===== src/rtl/sdf_pkg.sv =====
`default_nettype none
// +----------------------------------------------------------------------------+
// | sdf_pkg : shared constants, state encoding and twiddle-select decode for   |
// |           the 3-stage radix-2 SDF NTT pipeline scheduler (N = 8).          |
// | Revision: 1.0                                                              |
// +----------------------------------------------------------------------------+
package sdf_pkg;

    localparam int N     = 8;
    localparam int LOG2N = 3;
    localparam int OFF2  = 4;
    localparam int OFF3  = 6;
    localparam int LAT   = 7;
    localparam int FCNT_W = 3;

    localparam logic [LOG2N-1:0]  CNT_MAX    = LOG2N'(N - 1);
    localparam logic [LOG2N-1:0]  ARM2       = LOG2N'(OFF2);
    localparam logic [LOG2N-1:0]  ARM3       = LOG2N'(OFF3);
    localparam logic [FCNT_W-1:0] FLUSH_LAST = FCNT_W'(LAT - 1);

    localparam logic [1:0] ST_IDLE  = 2'd0;
    localparam logic [1:0] ST_RUN   = 2'd1;
    localparam logic [1:0] ST_FLUSH = 2'd2;

    localparam logic       TW2_PSI2 = 1'b0;
    localparam logic       TW2_PSI6 = 1'b1;
    localparam logic [1:0] TW3_PSI1 = 2'b00;
    localparam logic [1:0] TW3_PSI5 = 2'b01;
    localparam logic [1:0] TW3_PSI3 = 2'b10;
    localparam logic [1:0] TW3_PSI7 = 2'b11;

    function automatic logic tw2_of(input logic [LOG2N-1:0] c);
        return (c >= LOG2N'(N / 2)) ? TW2_PSI6 : TW2_PSI2;
    endfunction

    function automatic logic [1:0] tw3_of(input logic [LOG2N-1:0] c);
        logic [1:0] r;
        case (c)
            3'd0, 3'd1: r = TW3_PSI1;
            3'd2, 3'd3: r = TW3_PSI5;
            3'd4, 3'd5: r = TW3_PSI3;
            default:    r = TW3_PSI7;
        endcase
        return r;
    endfunction

endpackage
`default_nettype wire


===== src/rtl/sdf_stage_seq.sv =====
`default_nettype none
// +----------------------------------------------------------------------------+
// | sdf_stage_seq : per-stage sample counter with arm-after-offset latch and   |
// |                 buffer in/out select decode.                               |
// | Revision: 1.0                                                              |
// +----------------------------------------------------------------------------+
module sdf_stage_seq
    import sdf_pkg::*;
#(
    parameter int STAGE = 1
) (
    input  logic             clk,
    input  logic             rst_n,
    input  logic             i_en,
    input  logic             i_clr,
    input  logic             i_arm,
    output logic [LOG2N-1:0] o_cnt,
    output logic             o_sel
);

    localparam int SEL_BIT = LOG2N - STAGE;

    logic [LOG2N-1:0] r_cnt;
    logic             r_armed;
    logic             w_go;

    // i_arm is the first-sample condition; once seen, the latch keeps the stage counting
    assign w_go = i_en & (r_armed | i_arm);

    always_ff @(posedge clk or negedge rst_n) begin
        if (!rst_n) begin
            r_cnt   <= '0;
            r_armed <= 1'b0;
        end else if (i_clr) begin
            r_cnt   <= '0;
            r_armed <= 1'b0;
        end else if (w_go) begin
            r_cnt   <= r_cnt + 1'b1;
            r_armed <= 1'b1;
        end
    end

    assign o_cnt = r_cnt;
    assign o_sel = r_cnt[SEL_BIT];

endmodule
`default_nettype wire


===== src/rtl/sdf_ntt_scheduler.sv =====
`default_nettype none
// +----------------------------------------------------------------------------+
// | sdf_ntt_scheduler : frame FSM, stage sequencers and valid/last pipe for    |
// |                     the N=8 SDF NTT. Optional stats: SDF_SCHED_STATS_EN.   |
// | Revision: 1.0                                                              |
// +----------------------------------------------------------------------------+
module sdf_ntt_scheduler
    import sdf_pkg::*;
(
    input  logic        clk,
    input  logic        rst_n,
    input  logic        i_in_valid,
    output logic        o_in_ready,
    output logic        o_pipe_en,
    output logic        o_in_zero,
    output logic        o_bo_sel1,
    output logic        o_bi_sel1,
    output logic        o_bo_sel2,
    output logic        o_bi_sel2,
    output logic        o_bo_sel3,
    output logic        o_bi_sel3,
    output logic        o_tw2_sel,
    output logic [1:0]  o_tw3_sel,
    output logic        o_out_valid,
    output logic        o_out_last,
    output logic        o_done_tick
`ifdef SDF_SCHED_STATS_EN
    ,
    output logic [15:0] o_frame_cnt,
    output logic [15:0] o_stall_cnt
`endif
);

    logic [1:0]        r_state;
    logic [1:0]        w_state_nx;
    logic [FCNT_W-1:0] r_fcnt;
    logic              r_last_seen;
    logic [LAT-1:0]    r_vld;
    logic [LAT-1:0]    r_lst;

    logic              w_flush;
    logic              w_ready;
    logic              w_fire;
    logic              w_pipe_en;
    logic              w_done;
    logic              w_cnt1_last;
    logic [LOG2N-1:0]  w_cnt1;
    logic [LOG2N-1:0]  w_cnt2;
    logic [LOG2N-1:0]  w_cnt3;
    logic              w_sel1;
    logic              w_sel2;
    logic              w_sel3;

    assign w_flush     = (r_state == ST_FLUSH);
    assign w_ready     = (r_state == ST_IDLE) || (r_state == ST_RUN);
    assign w_fire      = i_in_valid & w_ready;
    assign w_pipe_en   = w_fire | w_flush;
    assign w_cnt1_last = (w_cnt1 == CNT_MAX);
    assign w_done      = w_flush && (r_fcnt == FLUSH_LAST);

    always_comb begin
        w_state_nx = r_state;
        case (r_state)
            ST_IDLE:  if (w_fire) w_state_nx = ST_RUN;
            ST_RUN:   if (r_last_seen && !i_in_valid) w_state_nx = ST_FLUSH;
            ST_FLUSH: if (w_done) w_state_nx = ST_IDLE;
            default:  w_state_nx = ST_IDLE;
        endcase
    end

    always_ff @(posedge clk or negedge rst_n) begin
        if (!rst_n) begin
            r_state     <= ST_IDLE;
            r_fcnt      <= '0;
            r_last_seen <= 1'b0;
        end else begin
            r_state     <= w_state_nx;
            r_fcnt      <= (w_flush && !w_done) ? r_fcnt + 1'b1 : '0;
            r_last_seen <= w_fire & w_cnt1_last;
        end
    end

    // Flush slots shift in zeros, so the pipe is empty again when FLUSH ends
    always_ff @(posedge clk or negedge rst_n) begin
        if (!rst_n) begin
            r_vld <= '0;
            r_lst <= '0;
        end else if (w_pipe_en) begin
            r_vld <= {r_vld[LAT-2:0], w_fire};
            r_lst <= {r_lst[LAT-2:0], w_fire & w_cnt1_last};
        end
    end

    // Counters are cleared at FLUSH exit so every new frame restarts from exact phasing
    sdf_stage_seq #(.STAGE(1)) u_seq1 (
        .clk   (clk),
        .rst_n (rst_n),
        .i_en  (w_pipe_en),
        .i_clr (w_done),
        .i_arm (1'b1),
        .o_cnt (w_cnt1),
        .o_sel (w_sel1)
    );

    sdf_stage_seq #(.STAGE(2)) u_seq2 (
        .clk   (clk),
        .rst_n (rst_n),
        .i_en  (w_pipe_en),
        .i_clr (w_done),
        .i_arm (w_cnt1 == ARM2),
        .o_cnt (w_cnt2),
        .o_sel (w_sel2)
    );

    sdf_stage_seq #(.STAGE(3)) u_seq3 (
        .clk   (clk),
        .rst_n (rst_n),
        .i_en  (w_pipe_en),
        .i_clr (w_done),
        .i_arm (w_cnt1 == ARM3),
        .o_cnt (w_cnt3),
        .o_sel (w_sel3)
    );

    assign o_in_ready  = w_ready;
    assign o_pipe_en   = w_pipe_en;
    assign o_in_zero   = w_flush;
    assign o_bo_sel1   = w_sel1;
    assign o_bi_sel1   = w_sel1;
    assign o_bo_sel2   = w_sel2;
    assign o_bi_sel2   = w_sel2;
    assign o_bo_sel3   = w_sel3;
    assign o_bi_sel3   = w_sel3;
    assign o_tw2_sel   = tw2_of(w_cnt2);
    assign o_tw3_sel   = tw3_of(w_cnt3);
    assign o_out_valid = r_vld[LAT-1] & w_pipe_en;
    assign o_out_last  = r_lst[LAT-1] & w_pipe_en;
    assign o_done_tick = w_done;

`ifdef SDF_SCHED_STATS_EN
    logic [15:0] r_frame_cnt;
    logic [15:0] r_stall_cnt;

    // The RUN cycle that decides the move to FLUSH is a frame end, not a stall
    always_ff @(posedge clk or negedge rst_n) begin
        if (!rst_n) begin
            r_frame_cnt <= '0;
            r_stall_cnt <= '0;
        end else begin
            if (o_out_last && (r_frame_cnt != 16'hFFFF))
                r_frame_cnt <= r_frame_cnt + 16'd1;
            if ((r_state == ST_RUN) && !i_in_valid && !r_last_seen && (r_stall_cnt != 16'hFFFF))
                r_stall_cnt <= r_stall_cnt + 16'd1;
        end
    end

    assign o_frame_cnt = r_frame_cnt;
    assign o_stall_cnt = r_stall_cnt;
`else
    // statistics counters not built
`endif

endmodule
`default_nettype wire


===== config.mk =====
export PLATFORM = sky130hd
export DESIGN_NAME = sdf_ntt_scheduler
export DESIGN_NICKNAME = d
export VERILOG_FILES = /design/src/rtl/sdf_pkg.sv /design/src/rtl/sdf_stage_seq.sv /design/src/rtl/sdf_ntt_scheduler.sv
export SDC_FILE = /design/constraint.sdc
export NUM_CORES = 1
export LEC_CHECK = 0
export CORE_MARGIN = 10
export CORE_UTILIZATION = 45
export CTS_CLUSTER_SIZE = 8
export DETAILED_ROUTE_END_ITERATION = 8
export MAX_ROUTING_LAYER = met4
export PLACE_DENSITY = 0.76
export SYNTH_ARGS = -nofsm -noshare
export SYNTH_HDL_FRONTEND = slang
export SYNTH_HIERARCHICAL = 1
export SYNTH_SLANG_ARGS = --single-unit

===== constraint.sdc =====
create_clock -name clk -period 4.4 [get_ports clk]
set_input_delay 1.1 -clock clk [delete_from_list [all_inputs] [get_ports clk]]
set_output_delay 1.1 -clock clk [all_outputs]
set_load 0.01 [all_outputs]

==> flow_metrics.tcl, run 1 <==
set metrics [dict create \
    cts-htree-levels 2 \
    combPwrFrac_pct 37.7 \
    fin_skew_ns 0.00690 \
    avgRoutedWirePerCell_um 12.6 \
    start_util_pct 46.2 \
    met2WireLength_um 1120 \
    seq_power_share_pct 45.2 \
    setup_tns_ns 0 \
    clockBufferDepth 2 \
    cts_setup_buffers 0 \
    min_path_cells 1 \
    r2r_start "r_state[1]$_DFFE_PN0P_" \
    synthCells 126 \
    drt_iter0_drc 53 \
    reg2reg_depth 4 \
    antenna_found_initial 0 \
    via_per_inst 4.96 \
    p_per_area_nw_per_um2 566 \
    wl_um 2420 \
    crit_buf_inv 2 \
    syn_to_final_growth_pct 16.9 \
    rsz0062_at_grt "no" \
    io_buffers 17 \
    hpwlAfterDp_um 1700 \
    cts_resized 0 \
    numCtsBuffers 5 \
    vdd_drop_max_v 0.000302 \
    cp.required_ns 3.30 \
    dr_wl_met3_um 117 \
    hold_ws_ns 0.466 \
    top_layer_used "met4" \
    place_congestion 0.686 \
    grt_overflow 0 \
    outcome "complete, no violations" \
    row_count 21 \
    fmax_ghz 0.262 \
    yosysWarnings 6 \
    worst_hold_startpoint "r_fcnt[0]$_DFF_PN0_" \
    grt_pass1_wl_um 4390 \
    vias 958 \
    die_w_um 78.3 \
    crit_path_end_kind "output port" \
    grt_pass1_vias 1003 \
    critPathTopFamily "buffers and inverters" \
    layout.cells.most_common "dfrtp_1" \
    dieArea_um2 6130 \
    io_pins 18 \
    holdCritPathClass "reg -> reg" \
    cap_violations 0 \
    syn-mean-instance-area_um2 12.1 \
    power.leakage_nw 0.797 \
    coreArea_um2 3310 \
    switching_share_pct 31.4 \
    holdBufCountCts 0 \
    diodes 0 \
    max_stage_delay_ns 0.56 \
    p_clk_share_pct 17.2 \
    die_h_um 78.3 \
    cp.arrival_ns 2.71 \
    cts_tree "yes" \
    nNetsFinal 154 \
    setup_viol 0 \
    route.detailed.drc 0 \
    period_needed_ns 3.81 \
    crit_slowest_cell "clkdlybuf4s50_1" \
    clk_latency_ns 0.33 \
    worstSetupStartpointType "input pin" \
    path_cells "clkdlybuf4s50_1, nand2b_4, nand2_4, and2_1, clkdlybuf4s50_1" \
    critPathMostFrequentCell "clkdlybuf4s50_1" \
    report.final.slew_viol_count 0 \
    p_sw_mw 0.318 \
    netlist_area_um2 1530 \
    crit_cells 5 \
    clock_sink_count 32 \
    met1_length_um 1120 \
    root_buffer "clkbuf_4" \
    period_share_pct 86.6 \
    grt_usage_pct 9.15 \
    crit_fanout 24 \
    crit_type "in -> out" \
    layout-drive-gt1-share_pct 21.8 \
    path_clk_slew_ns 0.10 \
    cp-startpoint "i_in_valid" \
    p_int_mw 0.695 \
    hold_violations 0 \
    drt-pass1-iter-count 3 \
    ant_nets 0 \
    final_cell_mix "dfrtp_1, nor2_1, clkdlybuf4s50_1" \
    grt_max_degree 33 \
]
[area by class of cell]
| type | instances | area (µm²) |
|---|---|---|
| fillers | 310 | 1520 |
| multi-input cells | 84 | 668 |
| clock inverters | 2 | 10.0 |
| flip-flops and latches | 32 | 801 |
| clock buffers | 6 | 51.3 |
| repair buffers | 19 | 185 |
| inverters | 4 | 15.0 |
| well taps | 46 | 57.6 |
[flip-flops by register name, summed over array words and instances (netlist names), 2 cells and up]
signal        count
u_seq3/o_cnt      3
u_seq1/o_cnt      3
u_seq2/o_cnt      3
r_lst             7
r_fcnt            3
r_vld             7
r_state           2
[layer usage]
layer	up-vias	GRT usage (%)
met5	-	-
li1	458	-
met4	0	5.38
met1	476	10.2
met3	8	3.64
met2	16	13.7
[power groups by stage]
| stage | combinational [mW] | clock [mW] | sequential (mW) |
|---|---|---|---|
| 2_1_floorplan | 0.277 | 0 | 0.449 |
| 3_3_place_gp | 0.373 | 0 | 0.456 |
| 3_5_place_dp | 0.387 | 0 | 0.463 |
| 4_1_cts | 0.391 | 0.181 | 0.458 |
| 5_1_grt | 0.429 | 0.195 | 0.475 |
| 6_report | 0.381 | 0.174 | 0.457 |
[through the flow]
stage | setup WS (ns) | total power, mW | util (%) | instances | instance area [µm²]
6_report | 0.589 | 1.01 | 54.0 | 193 | 1790
5_1_grt | 0.512 | 1.10 | 54.0 | 193 | 1790
4_1_cts | 0.570 | 1.03 | 54.0 | 193 | 1790
3_3_place_gp | 0.609 | 0.829 | 52.2 | 185 | 1730
3_5_place_dp | 0.570 | 0.850 | 52.2 | 185 | 1730
2_1_floorplan | 1.67 | 0.726 | - | 128 | 1540
[worst register-to-register path: cells and delay by family, from the launching register on]
family / cells / cell delay, ns
AND/OR/NAND/NOR: 2 / 0.44
flip-flops: 1 / 0.46
multiplexers: 1 / 0.31
AO/OA/AOI/OAI: 1 / 0.25
[worst paths after layout]
kind | endpoint | slack [ns]
setup / recovery | o_out_last | 0.59
min in group asynchronous | r_lst[0]$_DFFE_PN0N_ | 1.16
hold / removal | r_fcnt[0]$_DFF_PN0_ | 0.47
hold reg to reg | r_fcnt[0]$_DFF_PN0_ | 0.47
max in group asynchronous | r_vld[2]$_DFFE_PN0N_ | 2.96
setup reg to reg | u_seq2/o_cnt[0]$_DFFE_PN0P_ | 2.83
Power figures use the tool's default switching activity.
==> run 2: changes to the inputs <==
clock period = 3.9 ns   (was 4.4 ns; I/O delays follow)
==> run 2 against run 1 <==
Routed wire length grew 6.5%. Clock-buffer cell count increased by 1. Clock skew hardly changed. Setup slack lost 0.094 ns. Power increased by 15%. Non-clock buffer count increased by 1. Clock power rose by 20%. Global-route usage is 0.43 points higher. Core utilization is 0.34 points higher. Flip-flop and latch count stayed put. Die area unchanged. Critical endpoint is now o_out_valid. Sequential share of layout area is 0.28 points lower.
==> flow_metrics.tcl, run 2 (same netlist as run 1, synthesis figures left out) <==
set metrics [dict create \
    io_buffers 17 \
    cp.required_ns 2.92 \
    rsz0062_at_grt "no" \
    outcome "complete, no violations" \
    avgRoutedWirePerCell_um 13.4 \
    path_cells "clkdlybuf4s50_1, nand2b_4, nand2_4, and2_1, clkdlybuf4s50_1" \
    worstSetupStartpointType "input pin" \
    hold_violations 0 \
    dieArea_um2 6130 \
    wl_um 2580 \
    antenna_found_initial 0 \
    grt_overflow 0 \
    grt_pass1_wl_um 4510 \
    holdCritPathClass "reg -> reg" \
    p_per_area_nw_per_um2 646 \
    max_stage_delay_ns 0.57 \
    fin_area_um2 1800 \
    drt-pass1-iter-count 4 \
    crit_fanout 9 \
    setup_tns_ns 0 \
    row_count 21 \
    grt_usage_pct 9.59 \
    crit_path_end_kind "output port" \
    crit_type "in -> out" \
    numCtsBuffers 5 \
    syn_to_final_growth_pct 17.7 \
    holdPathEnd "r_fcnt[0]$_DFF_PN0_" \
    drt_iter0_drc 55 \
    io_pins 18 \
    holdBufCountCts 0 \
    dpl-instance-area_um2 1730 \
    path_clk_slew_ns 0.08 \
    layout-drive-gt1-share_pct 21.8 \
    die_w_um 78.3 \
    diodes 0 \
    reg2reg_depth 5 \
    grt_max_degree 33 \
    critPathMostFrequentCell "clkdlybuf4s50_1" \
    grt_pass1_vias 976 \
    start_util_pct 46.2 \
    pre_cts_ws_ns 0.481 \
    post-route-util_pct 54.3 \
    die_h_um 78.3 \
    r2r_slack_ns 2.22 \
    crit_slowest_cell "clkdlybuf4s50_1" \
    place_congestion 0.720 \
    report.final.slew_viol_count 0 \
    vias 940 \
    largestRegisters "r_lst (7), r_vld (7)" \
    root_buffer "clkbuf_4" \
    hold_ws_ns 0.466 \
    cap_violations 0 \
    power.leakage_nw 0.801 \
    clockBufferDepth 2 \
    clock_sink_count 32 \
    route.detailed.drc 0 \
    r2r-end "u_seq3/o_cnt[0]$_DFFE_PN0P_" \
    cp.arrival_ns 2.43 \
    period_needed_ns 3.40 \
    layout.cells.most_common "dfrtp_1" \
    r2r_start "r_state[1]$_DFFE_PN0P_" \
    fin_skew_ns 0.00668 \
    vdd_drop_max_v 0.000264 \
    cts_setup_buffers 0 \
    cts-htree-levels 2 \
    worst_hold_startpoint "r_fcnt[0]$_DFF_PN0_" \
    fmax_ghz 0.294 \
    ant_nets 0 \
    nNetsFinal 155 \
    coreArea_um2 3310 \
    final_cell_mix "dfrtp_1, nor2_1, clkdlybuf4s50_1" \
    cts_tree "yes" \
    finalWorstSetupSlack_ns 0.496 \
    hpwlAfterDp_um 1870 \
    clk_latency_ns 0.34 \
    via_per_inst 4.87 \
    period_share_pct 87.3 \
    min_path_cells 1 \
    cts_resized 0 \
    setup_viol 0 \
]
==> run 2: cell types whose count changed in the layout (fill, tap and decap cells not counted), sizes merged <==
cell    change
clkinv      -2
buf         +1
clkbuf      +1
==> run 2: per-stage QoR <==
stage,power (mW),cells
2_1_floorplan,0.819,128
3_3_place_gp,0.939,186
3_5_place_dp,0.964,186
4_1_cts,1.18,193
5_1_grt,1.25,193
6_report,1.16,193
==> run 2: report_power, final <==
group          internal, mW  switching, mW  leakage (nW)  total (mW)
Sequential            0.431         0.0888         0.368       0.520
Combinational         0.268          0.165         0.396       0.433
Clock                 0.102          0.107        0.0374       0.209
Total                 0.801          0.361         0.801        1.16
==> run 2: per-layer routing <==
layer / global-route usage, % / part of all wire [%] / wire [µm] / vias up
met3: 5.13 / 6.6 / 171 / 7
met4: 4.84 / 2.1 / 53 / 0
li1: - / - / - / 454
met1: 10.1 / 42 / 1100 / 461
met2: 14.4 / 49 / 1260 / 18
met5: - / 0 / 0 / -
==> run 2: how the worst max path moves through the flow <==
| stage | from | end | cells after the start |
|---|---|---|---|
| finish | i_in_valid | o_out_valid | 5 |
| global route | i_in_valid | o_out_last | 5 |
| CTS | i_in_valid | o_out_valid | 5 |
| detailed placement | i_in_valid | o_out_valid | 5 |
| global placement | i_in_valid | o_out_last | 5 |
| floorplan | i_in_valid | o_out_last | 4 |
==> run 2: final cells by class <==
cell class              instances  area (µm²)
inverters                       4        15.0
repair buffers                 20         193
fillers                       297        1510
clock buffers                   7        65.1
flip-flops and latches         32         801
multi-input cells              84         668
well taps                      46        57.6
==> run 2: worst max-delay path: cells and delay by family <==
| family | cells | cell delay [ns] |
|---|---|---|
| and+or+nand+nor | 3 | 0.36 |
| buffers and inverters | 2 | 1.10 |
==> run 3: changes to the inputs <==
CELL_PAD_IN_SITES_DETAIL_PLACEMENT = 0   (was not set)
CELL_PAD_IN_SITES_GLOBAL_PLACEMENT = 2   (was not set)
CORE_UTILIZATION = 37   (was 45)
PLACE_DENSITY = 0.88   (was 0.76)
==> run 3 against run 2 <==
Register-to-register slack about the same. Routed wire length up 2.7%. Die area up 16%. Setup slack worse by 0.034 ns. Largest cell class unchanged. Highest routed layer unchanged.
==> flow_metrics.tcl, run 3 (same netlist as run 1, synthesis figures left out) <==
set metrics [dict create \
    grt_usage_pct 8.25 \
    root_buffer "clkbuf_8" \
    holdBufCountCts 0 \
    vdd_drop_max_v 0.000343 \
    grt_pass1_wl_um 4580 \
    fmax_ghz 0.291 \
    dieArea_um2 7100 \
    fin_skew_ns 0.00182 \
    clk_latency_ns 0.28 \
    die_h_um 84.3 \
    largestRegisters "r_lst (7), r_vld (7)" \
    grt_overflow 0 \
    antenna_found_initial 0 \
    p_per_area_nw_per_um2 681 \
    final_cells 198 \
    dr_wl_met3_um 135 \
    cap_violations 0 \
    met2WireLength_um 1240 \
    grt_pass1_vias 973 \
    power.leakage_nw 0.819 \
    crit_type "in -> out" \
    holdCritPathClass "reg -> reg" \
    via_per_inst 4.66 \
    die_w_um 84.3 \
    cts-htree-levels 2 \
    io_buffers 17 \
    setup_viol 0 \
    met1_length_um 1230 \
    avgRoutedWirePerCell_um 13.4 \
    ant_nets 0 \
    report.final.slew_viol_count 0 \
    layout.cells.most_common "dfrtp_1" \
    coreArea_um2 4000 \
    worstSetupStartpointType "input pin" \
    grt_max_degree 33 \
    cts_tree "yes" \
    crit_fanout 10 \
    syn_to_final_growth_pct 20.8 \
    numCtsBuffers 5 \
    nNetsFinal 155 \
    rsz0062_at_grt "no" \
    cp.required_ns 2.92 \
    top_layer_used "met4" \
    dp_cells 190 \
    path_clk_slew_ns 0.06 \
    cts_resized 0 \
    final_cell_mix "dfrtp_1, nor2_1, clkdlybuf4s50_1" \
    start_util_pct 38.2 \
    setup_tns_ns 0 \
    cp.arrival_ns 2.46 \
    drt-pass1-iter-count 4 \
    place_congestion 0.704 \
    layout-drive-gt1-share_pct 21.6 \
    route.detailed.drc 0 \
    period_needed_ns 3.44 \
    wl_um 2650 \
    hpwlAfterDp_um 1870 \
    row_count 23 \
    vias 922 \
    outcome "complete, no violations" \
    fillCellCount 368 \
    period_share_pct 88.2 \
    clock_sink_count 32 \
    crit_path_end_kind "output port" \
    cts_setup_buffers 0 \
    clockBufferDepth 2 \
    io_pins 18 \
    drt_iter0_drc 39 \
    diodes 0 \
    hold_violations 0 \
]
## run 3: per-stage QoR
stage	power (mW)	hold slack (ns)	worst slack, ns	utilization, %	cell area, µm²
4_1_cts	1.29	0.468	0.445	46.2	1850
6_report	1.26	0.461	0.462	46.2	1850
3_3_place_gp	0.942	0.445	0.495	43.5	1740
2_1_floorplan	0.819	0.430	1.42	-	1540
5_1_grt	1.35	0.510	0.353	46.2	1850
3_5_place_dp	0.966	0.459	0.450	43.5	1740
## run 3: worst max-delay path, stage by stage
cell	delay [ns]
clkdlybuf4s50_1	0.57
nand2b_4	0.09
nand2_4	0.15
and2_1	0.14
clkdlybuf4s50_1	0.53
## run 3: report_power, final
group	switching [mW]	total, mW	internal [mW]	leakage [nW]
sequential	0.0849	0.517	0.432	0.368
clock	0.117	0.306	0.189	0.0552
combinational	0.167	0.435	0.268	0.396
total	0.368	1.26	0.890	0.819
## run 3: routing by layer
| metal | track usage, % | vias up |
|---|---|---|
| met5 | - | - |
| met4 | 3.65 | 0 |
| met3 | 4.06 | 5 |
| met2 | 12.4 | 17 |
| met1 | 8.96 | 445 |
| li1 | - | 455 |
## run 3: final timing paths
path | start | end | slack, ns | cells after the start
worst max-delay path | i_in_valid | o_out_last | 0.46 | 5
worst min-delay path | r_fcnt[0]$_DFF_PN0_ | r_fcnt[0]$_DFF_PN0_ | 0.46 | 1
worst max register to register | r_state[1]$_DFFE_PN0P_ | u_seq3/o_cnt[0]$_DFFE_PN0P_ | 2.22 | 5
worst min register to register | r_fcnt[0]$_DFF_PN0_ | r_fcnt[0]$_DFF_PN0_ | 0.46 | 1
max in group asynchronous | rst_n | u_seq2/r_armed$_DFFE_PN0P_ | 2.51 | 2
min in group asynchronous | rst_n | r_state[0]$_DFFE_PN0P_ | 1.09 | 2
## run 3: final cells by class
type / count / area [µm²] / area share [%]
Sequential cell: 32 / 801 / 43.4
Multi-Input combinational cell: 84 / 668 / 36.2
Timing Repair Buffer: 20 / 193 / 10.4
Clock buffer: 6 / 72.6 / 3.93
Tap cell: 50 / 62.6 / 3.39
Clock inverter: 2 / 35.0 / 1.90
Inverter: 4 / 15.0 / 0.813
